File: src/rtl/shift_reg_univ.sv
// Universal shift register: hold / shift left / shift right / parallel load, with saturating shift counter.
// Latency: one clk from enabled edge to pout; serial taps are combinational. No backpressure (enb gates all state).
// Optional rotate feature (port rot) enabled by defining SHIFT_REG_UNIV_ROTATE_EN.
module shift_reg_univ #(
    parameter  int DW  = 8,
    parameter  int SW  = 1,
    localparam int NSH = DW / SW,
    localparam int CW  = $clog2(NSH + 1)
) (
    input  logic          clk,
    input  logic          rst,
    input  logic          enb,
    input  logic [1:0]    mode,
    input  logic [SW-1:0] sin_l,
    input  logic [SW-1:0] sin_r,
    input  logic [DW-1:0] pin,
`ifdef SHIFT_REG_UNIV_ROTATE_EN
    input  logic          rot,
`endif
    output logic [DW-1:0] pout,
    output logic [SW-1:0] sout_l,
    output logic [SW-1:0] sout_r,
    output logic [CW-1:0] cnt,
    output logic          done
);

    localparam logic [CW-1:0] NSH_C = CW'(NSH);

    logic [DW-1:0] shreg;
    logic [SW-1:0] lane_l;
    logic [SW-1:0] lane_r;
    logic [CW-1:0] cnt_inc;

`ifdef SHIFT_REG_UNIV_ROTATE_EN
    // Rotating feeds the lane that is falling off back into the opposite end.
    assign lane_l = rot ? shreg[DW-1 -: SW] : sin_l;
    assign lane_r = rot ? shreg[SW-1:0]     : sin_r;
`else
    assign lane_l = sin_l;
    assign lane_r = sin_r;
`endif

    assign cnt_inc = (cnt == NSH_C) ? cnt : cnt + CW'(1);

    always_ff @(posedge clk or posedge rst) begin
        if (rst) begin
            shreg <= '0;
            cnt   <= '0;
            done  <= 1'b0;
        end else if (enb) begin
            case (mode)
                2'b01: begin
                    shreg <= {shreg[DW-SW-1:0], lane_l};
                    cnt   <= cnt_inc;
                    done  <= (cnt_inc == NSH_C);
                end
                2'b10: begin
                    shreg <= {lane_r, shreg[DW-1:SW]};
                    cnt   <= cnt_inc;
                    done  <= (cnt_inc == NSH_C);
                end
                2'b11: begin
                    shreg <= pin;
                    cnt   <= '0;
                    done  <= 1'b0;
                end
                default: begin
                end
            endcase
        end
    end

    assign pout   = shreg;
    assign sout_l = shreg[DW-1 -: SW];
    assign sout_r = shreg[SW-1:0];

endmodule

File: config.mk
export PLATFORM = sky130hd
export DESIGN_NAME = shift_reg_univ
export DESIGN_NICKNAME = d
export VERILOG_FILES = /design/src/rtl/shift_reg_univ.sv
export SDC_FILE = /design/constraint.sdc
export NUM_CORES = 1
export LEC_CHECK = 0
export CAP_MARGIN = 40
export CELL_PAD_IN_SITES_DETAIL_PLACEMENT = 1
export CELL_PAD_IN_SITES_GLOBAL_PLACEMENT = 1
export CORE_MARGIN = 4
export CORE_UTILIZATION = 31
export DETAILED_ROUTE_END_ITERATION = 8
export HOLD_SLACK_MARGIN = 0.02
export PLACE_DENSITY = 0.75
export SLEW_MARGIN = 0
export SYNTH_ARGS = -nofsm -noshare
export SYNTH_HDL_FRONTEND = slang
export SYNTH_SLANG_ARGS = --single-unit
File: constraint.sdc
create_clock -name clk -period 1.6 [get_ports clk]
set_input_delay 0.32 -clock clk [delete_from_list [all_inputs] [get_ports clk]]
set_output_delay 0.32 -clock clk [all_outputs]
set_load 0.01 [all_outputs]
==> impl_metrics.toml <==
[status]
status = "finished clean"

[critical_path]
cp_cell_sequence = "clkdlybuf4s50_1"
worst_path_max_delay_cell = "clkdlybuf4s50_1"
rr_worst_depth = 5
end_kind = "output pin"
path_delay_family = "buffers and inverters"
crit_buf_inv = 1
critical_path.startpoint_type = "flop"
arrival_ps = 1230
cp_max_fo = 3
worst-setup-path-type = "flop to output pin"
cp_num_cells = 1
required_ps = 1280
max_stage_delay_ps = 560

[synthesis]
netlist_area_um2 = 807
ys_ff_latch = 13
synth_warnings = 0
seq_area_frac_synth = 0.403
yosys-top-cells-area = "dfrtp_1 (40%), mux2i_1 (9.9%), o2bb2ai_1 (8.7%)"
syn_area_per_cell_um2 = 9.38
synthesis.nets = 103
netlist_instances = 86
synth_top_area_share = 0.403
synth_area_leader_cell = "dfrtp_1"
synth.distinct_cells = 26

[timing]
worst_hold_slack_ps = 365
maxSlewHeadroom = 0.641
slew_violations = 0
fin_ws_ps = 47.5
fin_worst_skew_ps = 2.35
rsz0062_at_grt = "false"
hold_violations = 0
period_share = 0.970
max_freq_mhz = 644
fin_crit_ps = 1550
worstMarginPinSlew_ps = 538
fin_tns_setup_ps = 0
setup_viol = 0

[grt]
track_usage = 0.147
overflow = 0
antenna_found_initial = 0
grt_max_degree = 14
grt_pass1_vias = 878
grt_pass1_wl_mm = 3.89

[pwr]
netSwitchingPower_uw = 453
total_power_mw = 1.28
pwr_density_cell_nw_per_um2 = 1010
pwr-share-clk = 0.172
pwr-share-comb = 0.448
vdd_drop_max_mv = 0.615
internal_power_uw = 827
power_leakage_nw = 0.590
seqPwrFrac = 0.380
swShare = 0.354

[route]
via_per_inst = 5.18
via_count = 824
route.detailed.drc = 0
routed_wl_mm = 2.49
ant_nets = 0
wl_per_cell_um = 15.7
drt_iter0_markers = 8
firstDrtPassIters = 4

[layout]
synthToLayoutAreaGrowth_pct = 56.3
drive_above_1_share = 0.186
diodes = 0
post-route-cell-area_um2 = 1260
finish.utilization = 0.509
final_nets = 147
final_cell_mix = "clkdlybuf4s50_1 (22), buf_4 (18), dfrtp_1 (10)"
final_common_cell = "clkdlybuf4s50_1"
nFillCells = 304
stdcell_count = 159

[cts]
cts_buffers = 3
clkTransAtPathRegs_ps = 90
cts_sinks = 13
htreeDepth = 1
cts_hold_buf = 0
cts_buffer_depth = 2
cts_tree = "done"
clk_latency_ps = 290
cts-root-buf = "clkbuf_4"

[hold_path]
min_path_type = "input port to async pin"

[place]
placedCellCount = 148
gp_congestion = 0.772
post-place-ws_ps = -123
dpl_cell_area_um2 = 1160
dp_hpwl_mm = 1.80
port_buffers = 29

[die]
num_rows = 18
die-area_um2 = 3480
chipHeight_um = 59.0
pin_count = 30
core_area_um2 = 2480
die_w_um = 59.0
start_util = 0.326

[flow_run]
max_cap_violations = 0
## flip-flops by register name, indices dropped and copies added, names as in the netlist
| register | flops |
|---|---|
| cnt | 4 |
| done | 1 |
| pout | 8 |
## layout make-up
cell class	count	area (um2)	share of cell area
Sequential cell	13	329	0.261
Multi-Input combinational cell	62	418	0.331
Tap cell	30	37.5	0.0298
Inverter	3	11.3	0.00893
Timing Repair Buffer	47	439	0.348
Clock buffer	4	26.3	0.0208
## power groups by stage
| stage | Combinational, mW | Clock, mW | Sequential, mW |
|---|---|---|---|
| after CTS | 0.538 | 0.225 | 0.498 |
| after global placement | 0.504 | 0 | 0.500 |
| final | 0.573 | 0.220 | 0.487 |
| after detailed placement | 0.517 | 0 | 0.504 |
| after floorplan | 0.229 | 0 | 0.516 |
| after global routing | 0.625 | 0.238 | 0.503 |
## routing by layer
layer  GRT usage  share of wire  wire length, um
met4      0.0485         0.0084               21
met5           0              0                0
met2       0.259           0.52             1290
met3      0.0196          0.042              104
met1       0.183           0.43             1080
## worst paths after layout
check                      slack [ps]     from      end
max                                50  pout[5]  pout[5]
min                               360      rst   cnt[1]
max reg2reg                       100   cnt[1]     done
min reg2reg                       520     done     done
max in group asynchronous         850      rst   cnt[2]
min in group clk                  520     done     done
## cells by family after synthesis
logic type	Yosys count	synth area share
xor+xnor	2	0.0217
flops	13	0.403
compound gates	33	0.271
mux	8	0.0992
buf+inv	11	0.0791
simple gates	17	0.0946
fa+ha+maj	2	0.0310
## cells in the mapped netlist
master	n
a211o_1	1
a21oi_1	9
a22oi_1	1
a2bb2oi_1	1
a31oi_1	1
a32o_1	1
and3b_1	1
buf_2	3
buf_4	3
buf_6	1
clkbuf_1	1
dfrtp_1	13
ha_1	2
inv_1	3
mux2i_1	8
nand2_1	3
nand2b_1	1
nand3_1	2
nand4_1	1
nor2_1	9
o211a_1	1
o21a_1	1
o21ai_0	9
o2bb2ai_1	8
xnor2_1	1
xor2_1	1
## repair_timing
action                                 in CTS  in global routing
cloned                                      0                  0
endpoints found under the hold margin       0                  0
gates resized for setup                     4                  6
setup endpoints to repair                   4                 11
buffers inserted                            2                  5
Power figures use the tool's default switching activity.
